[src/rtl/dsp48a1_mac_sequencer.sv]
// dsp48a1_mac_sequencer
// Runs unsigned dot-product jobs on one DSP48A1 slice (A1/B1/M/OPMODE/P
// registered). Each job clears P, streams len operand pairs into A/B,
// and steers OPMODE one cycle behind each accepted pair so that P only
// ever adds real products. The 48-bit sum is returned on a held result
// handshake.
//
// Ports
//   CLK, RST_N            clock, synchronous active-low reset
//   start, len, busy      job request / length / activity flag
//   s_valid, s_ready,
//   s_a, s_b              operand pair stream (18-bit unsigned)
//   dsp_a, dsp_b          slice A/B inputs
//   dsp_opmode            slice OPMODE input
//   dsp_ce*               slice clock enables
//   dsp_rstp              slice P reset (active-high)
//   dsp_p                 slice P output
//   res_valid, res_ready,
//   res_data              result handshake and 48-bit sum
//
// state  | meaning
// IDLE   | waiting for start, slice disabled
// CLEAR  | one cycle of RSTP to zero P
// FEED   | accepting operand pairs until len have been taken
// DRAIN  | three cycles for the last product to reach P
// DONE   | result held until res_ready

module dsp48a1_mac_sequencer #(
  parameter int LEN_W = 12
) (
  input  logic             CLK,
  input  logic             RST_N,
  input  logic             start,
  input  logic [LEN_W-1:0] len,
  output logic             busy,
  input  logic             s_valid,
  output logic             s_ready,
  input  logic [17:0]      s_a,
  input  logic [17:0]      s_b,
  output logic [17:0]      dsp_a,
  output logic [17:0]      dsp_b,
  output logic [7:0]       dsp_opmode,
  output logic             dsp_cea,
  output logic             dsp_ceb,
  output logic             dsp_cem,
  output logic             dsp_ceopmode,
  output logic             dsp_cep,
  output logic             dsp_rstp,
  input  logic [47:0]      dsp_p,
  output logic             res_valid,
  input  logic             res_ready,
  output logic [47:0]      res_data
);

  typedef enum logic [2:0] {
    ST_IDLE,
    ST_CLEAR,
    ST_FEED,
    ST_DRAIN,
    ST_DONE
  } state_t;

  state_t           state;
  logic [LEN_W-1:0] len_q;
  logic [LEN_W-1:0] count;
  logic [LEN_W-1:0] count_inc;
  logic [1:0]       drain_cnt;
  logic             tag;
  logic             hs;
  logic             active;

  assign s_ready   = (state == ST_FEED);
  assign hs        = s_valid && s_ready;
  assign count_inc = count + LEN_W'(1);
  assign active    = (state == ST_CLEAR) || (state == ST_FEED) || (state == ST_DRAIN);

  // Operands are zeroed on bubbles; OPMODE X=0 on the matching cycle
  // keeps whatever M captures out of P anyway.
  assign dsp_a = hs ? s_a : 18'd0;
  assign dsp_b = hs ? s_b : 18'd0;

  // tag lines up with the cycle the pair sits in A1/B1, so the registered
  // OPMODE is 09 exactly when M holds a real product.
  assign dsp_opmode   = active ? (tag ? 8'h09 : 8'h08) : 8'h00;
  assign dsp_cea      = active;
  assign dsp_ceb      = active;
  assign dsp_cem      = active;
  assign dsp_ceopmode = active;
  assign dsp_cep      = active;
  assign dsp_rstp     = (state == ST_CLEAR);

  always_ff @(posedge CLK) begin
    if (!RST_N) begin
      state     <= ST_IDLE;
      len_q     <= '0;
      count     <= '0;
      drain_cnt <= '0;
      tag       <= 1'b0;
      res_data  <= '0;
      res_valid <= 1'b0;
      busy      <= 1'b0;
    end else begin
      tag <= hs;
      case (state)
        ST_IDLE: begin
          if (start) begin
            len_q <= len;
            count <= '0;
            busy  <= 1'b1;
            state <= ST_CLEAR;
          end
        end
        ST_CLEAR: begin
          if (len_q != '0) begin
            state <= ST_FEED;
          end else begin
            drain_cnt <= 2'd2;
            state     <= ST_DRAIN;
          end
        end
        ST_FEED: begin
          if (hs) begin
            count <= count_inc;
            if (count_inc == len_q) begin
              drain_cnt <= 2'd2;
              state     <= ST_DRAIN;
            end
          end
        end
        ST_DRAIN: begin
          if (drain_cnt == 2'd0) begin
            res_data  <= dsp_p;
            res_valid <= 1'b1;
            state     <= ST_DONE;
          end else begin
            drain_cnt <= drain_cnt - 2'd1;
          end
        end
        ST_DONE: begin
          if (res_ready) begin
            res_valid <= 1'b0;
            busy      <= 1'b0;
            state     <= ST_IDLE;
          end
        end
        default: begin
          state <= ST_IDLE;
        end
      endcase
    end
  end

endmodule

[config.mk]
export PLATFORM = sky130hd
export DESIGN_NAME = dsp48a1_mac_sequencer
export DESIGN_NICKNAME = d
export VERILOG_FILES = /design/src/rtl/dsp48a1_mac_sequencer.sv
export SDC_FILE = /design/constraint.sdc
export NUM_CORES = 1
export LEC_CHECK = 0
export BUFFER_PORTS_ARGS = -buffer_cell sky130_fd_sc_hd__buf_2
export CORE_UTILIZATION = 45
export CTS_BUF_LIST = sky130_fd_sc_hd__clkbuf_4
export CTS_CLUSTER_DIAMETER = 200
export DETAILED_ROUTE_END_ITERATION = 10
export PLACE_DENSITY = 0.8
export SLEW_MARGIN = 0
export SYNTH_ARGS = -nofsm -noshare
export SYNTH_HDL_FRONTEND = slang
export SYNTH_SLANG_ARGS = --single-unit
[constraint.sdc]
create_clock -name CLK -period 2.4 [get_ports CLK]
set_input_delay 0.12 -clock CLK [delete_from_list [all_inputs] [get_ports CLK]]
set_output_delay 0.12 -clock CLK [all_outputs]
set_load 0.005 [all_outputs]
==> qor.yml, run 1 <==
floorplan:
  initial_core_util_pct: 47.49
  die_w_um: 93.47
  fp-row-count: 32
  die_y_um: 93.47
  coreArea_mm2: 0.007928
  io_pins: 202
  die-area_mm2: 0.008736
drt:
  wl_met3_mm: 1.144
  wl_met2_mm: 6.301
  firstDrtPassIters: 5
  drc: 0
  m1WireLength_mm: 4.852
  final_antenna_net_count: 0
  vias_per_cell: 5.414
  wirelength_mm: 12.86
  routedWlPerCell_um: 15.33
  drt-initial-drc-count: 309
  vias: 4542
  routed.top_layer: "met4"
final_layout:
  drive_gt1_share_pct: 31.29
  seqCellArea_mm2: 0.001602
  fillers: 585
  fin_nets: 833
  syn2layout_area_growth_pct: 45.20
  multi_input_area_mm2: 0.001919
  postLayoutCellArea_mm2: 0.005466
yosys:
  synth_enable_flop_cells: 0
  synth-seq-cells: 80
  synth_compound_area_share_pct: 15.99
  synthXorXnorAreaFrac_pct: 3.490
  synth_most_common_cell: "nand2_1"
  synth_area_mm2: 0.003765
  synth_seq_area_share_pct: 42.54
  synthArstFlopShare_pct: 0
  synth_ff_type: "dfxtp_1"
  synth_top_area_share_pct: 42.54
  synth_fa_ha_area_share_pct: 0.6647
  yosys.area.top_type: "dfxtp_1"
  synth_top_family_by_area: "simple AND/OR/NAND/NOR gates"
  synthCells: 498
  netlist-cell-type-count: 48
  muxShareOfSynthArea_pct: 0.2991
  synth.avg_cell_area_um2: 7.560
  ys.warnings.count: 0
  synthSimpleGateAreaFrac_pct: 29.71
  synth_area_leaders: "dfxtp_1 43%, nand2_1 14%, a21oi_1 10%"
  synthTopCellsByCount: "140 x nand2_1, 80 x dfxtp_1, 77 x a21oi_1"
grt:
  grt_antenna_before_repair: 1
  grt_max_degree: 52
  grt_pass1_vias: 4285
  grt_use_total_pct: 29.26
  grt_pass1_wl_mm: 19.90
  grt_remaining_overflow: 0
power:
  power_frac_seq_pct: 45.8
  ir_worst_vdd_mv: 0.6386
  swShare_pct: 33.86
  intPower_mw: 2.201
  power_switching_mw: 1.127
  power.density_mw_per_mm2: 608.7
  leakage_nw: 2.587
  comb_power_share_pct: 29.9
  p_clk_share_pct: 24.3
sta:
  rsz0062_at_grt: "no"
  fin_crit_ns: 2.171
  drv_slew: 0
  hold_viol: 0
  fin_skew_ns: 0.01432
  setup_viol: 0
  fin_ws_ns: 0.2285
  finalCritPeriodShare_pct: 90.48
  worst_slew_pin_slew_ns: 0.5104
  fmax_mhz: 460.5
  totalNegativeSetupSlack_ns: 0
  slew_headroom_pct: 65.97
placed_design:
  preCtsSetupSlack_ns: 0.2249
  portBuffers: 195
  postPlaceCellArea_mm2: 0.004702
  place_congestion: 0.8953
  dp.final_hpwl_mm: 7.289
critical_path:
  arrival_ns: 2.50
  rrSetupSlack_ns: 0.23
  r2r_start: "count[0]"
  ff2ff_path_depth: 7
  worst_r2r_endpoint: "drain_cnt[0]"
  crit_start: "count[0]"
  critPathMaxFanout: 8
  start_kind: "flop"
  critical_path_class: "reg2reg"
  worstPathRequired_ns: 2.73
  critPathCaptureType: "flop"
min_path:
  whs_path_depth: 5
  min_from: "start"
  min_to: "busy"
  min_path_type: "in2reg"
cts:
  cts_tree: "done"
  clockBufferDepth: 2
  root_buffer: "clkbuf_4"
  cts_inserted_buffers: 9
  cts_sinks: 80
  clk_pin_slew_ns: 0.13
  htreeDepth: 3
  insertion_delay_ns: 0.42
status:
  status: "completed"
run:
  cap_viol_max_count: 0
==> cell type report <==
cell class,count,area share (%)
clock buffers,9,1.236
flip-flops and latches,80,29.30
clock inverters,7,1.259
inverters,4,0.2747
well taps,102,2.335
diodes,2,0.09155
repair buffers,264,30.40
multi-input cells,371,35.11
==> repair_timing <==
item                                    4_1_cts  5_1_grt
gates resized for setup                       0        1
setup buffers                                 0        0
endpoints found under the setup margin        0        1
hold endpoints to repair                     64        0
hold buffers                                 62        0
==> worst max-delay path by stage <==
stage	endpoint	slack (ns)	cells after the start
global placement	drain_cnt[0]	0.27	7
CTS	drain_cnt[0]	0.19	7
floorplan	drain_cnt[0]	0.44	7
finish	drain_cnt[0]	0.23	7
global route	drain_cnt[0]	0.07	7
detailed placement	drain_cnt[0]	0.22	7
==> per-stage QoR <==
step | total power, mW | std cells | hold slack, ns | util, %
2_1_floorplan | 2.133 | 503 | 0.2362 | -
3_3_place_gp | 2.407 | 759 | 0.3593 | 59.31
3_5_place_dp | 2.431 | 759 | 0.3662 | 59.31
4_1_cts | 3.287 | 837 | 0.1282 | 68.86
5_1_grt | 3.501 | 838 | 0.1865 | 68.92
6_report | 3.327 | 839 | 0.1355 | 68.96
==> sequential cells by signal, indices dropped and copies added, names as in the netlist <==
register   count
drain_cnt      2
tag            1
state          3
res_valid      1
len_q         12
busy           1
count         12
res_data      48
==> critical path, stage by stage (launching register included) <==
cell and delay (ns):
dfxtp_1 0.49, ha_2 0.30, and2_1 0.19, nand3_1 0.15, xnor2_1 0.16, nor4_1 0.37, a31oi_1 0.13, a311o_1 0.28
==> placed cells by master, fill, tap and decap left out, types with 2 or more instances in the layout <==
master / count
nand2_1: 140
or3_1: 2
conb_1: 6
nor4_1: 6
buf_4: 6
clkbuf_4: 9
dfxtp_1: 80
nand3b_1: 3
xor2_1: 3
clkinv_2: 2
o21ai_0: 10
inv_1: 3
diode_2: 2
nor3_1: 5
dlygate4sd3_1: 62
nand4_1: 3
xnor2_1: 12
nor3b_1: 2
inv_6: 2
a31oi_1: 4
and2_1: 4
nor2_1: 22
buf_2: 195
a22oi_1: 3
nand3_1: 8
and3_1: 38
a21oi_1: 77
==> per-layer routing <==
metal	up-vias	track usage (%)
li1	2137	-
met1	2085	32.61
met2	264	50.55
met3	56	7.154
met4	0	16.92
met5	-	0
==> power groups by stage <==
stage / Sequential [mW] / Combinational, mW / Clock (mW)
after detailed placement: 1.55 / 0.882 / 0
after CTS: 1.52 / 0.962 / 0.806
after floorplan: 1.52 / 0.616 / 0
final: 1.52 / 0.996 / 0.807
after global routing: 1.54 / 1.10 / 0.866
after global placement: 1.54 / 0.863 / 0
==> cell families (layout without fill, tap and decap cells) <==
family | after synthesis | after routing
adders and majority gates | 2 | 2
other | 1 | 8
buffers and inverters | 52 | 284
and+or+nand+nor | 241 | 241
muxes | 1 | 1
xor gates and xnor gates | 15 | 15
DFF | 80 | 80
AOI/OAI and AO/OA | 106 | 106
(Power assumes the default switching activity.)
==> run 2: changes to the inputs <==
--- a/config.mk
+++ b/config.mk
@@ -10,7 +10,7 @@
 export CTS_BUF_LIST = sky130_fd_sc_hd__clkbuf_4
 export CTS_CLUSTER_DIAMETER = 200
 export DETAILED_ROUTE_END_ITERATION = 10
-export PLACE_DENSITY = 0.8
+export PLACE_DENSITY = 0.76
 export SLEW_MARGIN = 0
 export SYNTH_ARGS = -nofsm -noshare
 export SYNTH_HDL_FRONTEND = slang
==> qor.yml, run 2 (synthesized netlist as in run 1, its figures left out) <==
status:
  status: "completed"
final_layout:
  fillers: 607  # +3.8%
  final_cell_mix: "195 x buf_2, 140 x nand2_1, 80 x dfxtp_1"
  fin_util_pct: 68.66  # -0.30 points
  top_regs: "res_data: 48 flops, count: 12 flops, len_q: 12 flops"
  largest_register_ffs: 48  # unchanged
  drive_gt1_share_pct: 31.52  # +0.23 points
  final_common_cell: "buf_2"
  fin_nets: 834  # +0.12%
  regMostFlops: "res_data"
  antenna_cells: 0  # -2
  syn2layout_area_growth_pct: 44.57
critical_path:
  worst_r2r_endpoint: "drain_cnt[0]"
  critPathCaptureType: "flop"
  worstSetupEndpoint: "drain_cnt[0]"
  start_kind: "flop"
  critical_path_class: "reg2reg"
  crit_start: "count[0]"
  cp_cell_sequence: "ha_1 > and2_1 > nand3_1 > xnor2_1 > nor4_2 > a31oi_1 > a311o_1"
  r2r_start: "count[0]"
  slowest_delay_ns: 0.50  # about the same
  critPathMaxFanout: 8  # unchanged
  cp_slowest_cell: "dfxtp_1"
  arrival_ns: 2.52  # +0.02 ns
  worstPathRequired_ns: 2.73  # about the same
  ff2ff_path_depth: 7  # unchanged
  rrSetupSlack_ns: 0.21  # -0.02 ns
grt:
  grt_use_total_pct: 27.17  # -2.1 points
  grt_antenna_before_repair: 0  # -1
  grt_pass1_vias: 4137  # -3.5%
  grt_max_degree: 51  # -1.9%
  grt_pass1_wl_mm: 18.73  # -5.9%
  grt_remaining_overflow: 0  # unchanged
sta:
  setup_viol: 0  # unchanged
  drv_slew: 0  # unchanged
  hold_viol: 0  # unchanged
  worst_slew_pin_slew_ns: 0.5520  # +0.04158 ns
  fin_crit_ns: 2.187  # +0.01508 ns
  fin_skew_ns: 0.01804  # +0.003714 ns
  fmax_mhz: 457.3  # -0.69%
  rsz0062_at_grt: "no"
  slew_headroom_pct: 62.74  # -3.2 points
  finalCritPeriodShare_pct: 91.11  # +0.63 points
  totalNegativeSetupSlack_ns: 0  # unchanged
drt:
  firstDrtPassIters: 5  # unchanged
  final_antenna_net_count: 0  # unchanged
  vias: 4430  # -2.5%
  drc: 0  # unchanged
  routedWlPerCell_um: 14.32  # -6.6%
  drt-initial-drc-count: 293  # -5.2%
  vias_per_cell: 5.286  # -2.3%
  wirelength_mm: 12.00  # -6.7%
placed_design:
  dp.final_hpwl_mm: 7.468  # +2.5%
  place_congestion: 0.9143  # +2.1%
  portBuffers: 195  # unchanged
floorplan:
  fp-row-count: 32  # unchanged
  io_pins: 202  # unchanged
  die_w_um: 93.47  # unchanged
  coreArea_mm2: 0.007928  # unchanged
  die_y_um: 93.47  # unchanged
  die-area_mm2: 0.008736  # unchanged
  initial_core_util_pct: 47.49  # unchanged
power:
  leakage_nw: 2.582  # -0.17%
  ir_worst_vdd_mv: 0.3851  # -40%
  power.density_mw_per_mm2: 599.3  # -1.5%
cts:
  insertion_delay_ns: 0.44  # +0.02 ns
  cts_inserted_buffers: 9  # unchanged
  htreeDepth: 3  # unchanged
  root_buffer: "clkbuf_4"
  cts_sinks: 80  # unchanged
  cts_tree: "done"
  postCtsSetupBuffers: 0  # unchanged
  clk_pin_slew_ns: 0.15  # +0.02 ns
  clockBufferDepth: 2  # unchanged
run:
  cap_viol_max_count: 0  # unchanged
min_path:
  min_path_type: "in2reg"
run 2: worst min-delay path by stage:
| stage | cells after the start | start | to |
|---|---|---|---|
| detailed placement | 3 | dsp_p[2] | res_data[2] |
| global placement | 3 | dsp_p[1] | res_data[1] |
| finish | 5 | start | busy |
| floorplan | 2 | RST_N | state[1] |
| global route | 5 | start | busy |
| CTS | 5 | start | busy |
run 2: power breakdown:
| group | switching, mW | total (mW) | internal (mW) |
|---|---|---|---|
| Sequential | 0.0935 | 1.52 | 1.43 |
| Clock | 0.515 | 0.752 | 0.237 |
| Combinational | 0.534 | 0.987 | 0.453 |
run 2: timing repair:
| item | CTS | global route |
|---|---|---|
| hold buffers | 62 | 0 |
| endpoints found under the hold margin | 65 | 0 |
| gates resized for setup | 0 | 1 |
| endpoints found under the setup margin | 0 | 1 |
run 2: per-layer routing:
metal	GRT usage [%]	vias up	share of wire [%]
li1	-	2139	-
met1	31.72	2034	40
met2	46.51	227	49
met3	7.154	30	8.7
met4	12.18	0	2.4
met5	0	-	0
run 2: layout make-up:
type                    instances  area (um2)  share of cell area [%]
clock buffers                  10       75.07                   1.379
clock inverters                 6       50.05                  0.9195
inverters                       4       15.01                  0.2759
multi-input cells             371        1917                   35.22
flip-flops and latches         80        1602                   29.43
well taps                     102       127.6                   2.345
repair buffers                265        1657                   30.44
run 2: per-stage QoR:
step | std cells | setup slack [ns] | area, um2 | power (mW) | hold slack [ns]
final | 838 | 0.2134 | 5443 | 3.262 | 0.1218
after global routing | 838 | 0.06482 | 5443 | 3.452 | 0.1354
after detailed placement | 760 | 0.2084 | 4691 | 2.429 | 0.3653
after CTS | 838 | 0.1574 | 5436 | 3.253 | 0.09767
after floorplan | 503 | 0.4433 | 3784 | 2.133 | 0.2362
after global placement | 760 | 0.2907 | 4691 | 2.407 | 0.3599
run 2: worst max-delay path, delay by kind of cell (launching register included):
family / cells / cell delay [ns]
AO/OA/AOI/OAI: 2 / 0.39
XOR/XNOR: 1 / 0.16
adder cells (fa/ha/maj): 1 / 0.34
flip-flops: 1 / 0.50
AND/OR/NAND/NOR: 3 / 0.68
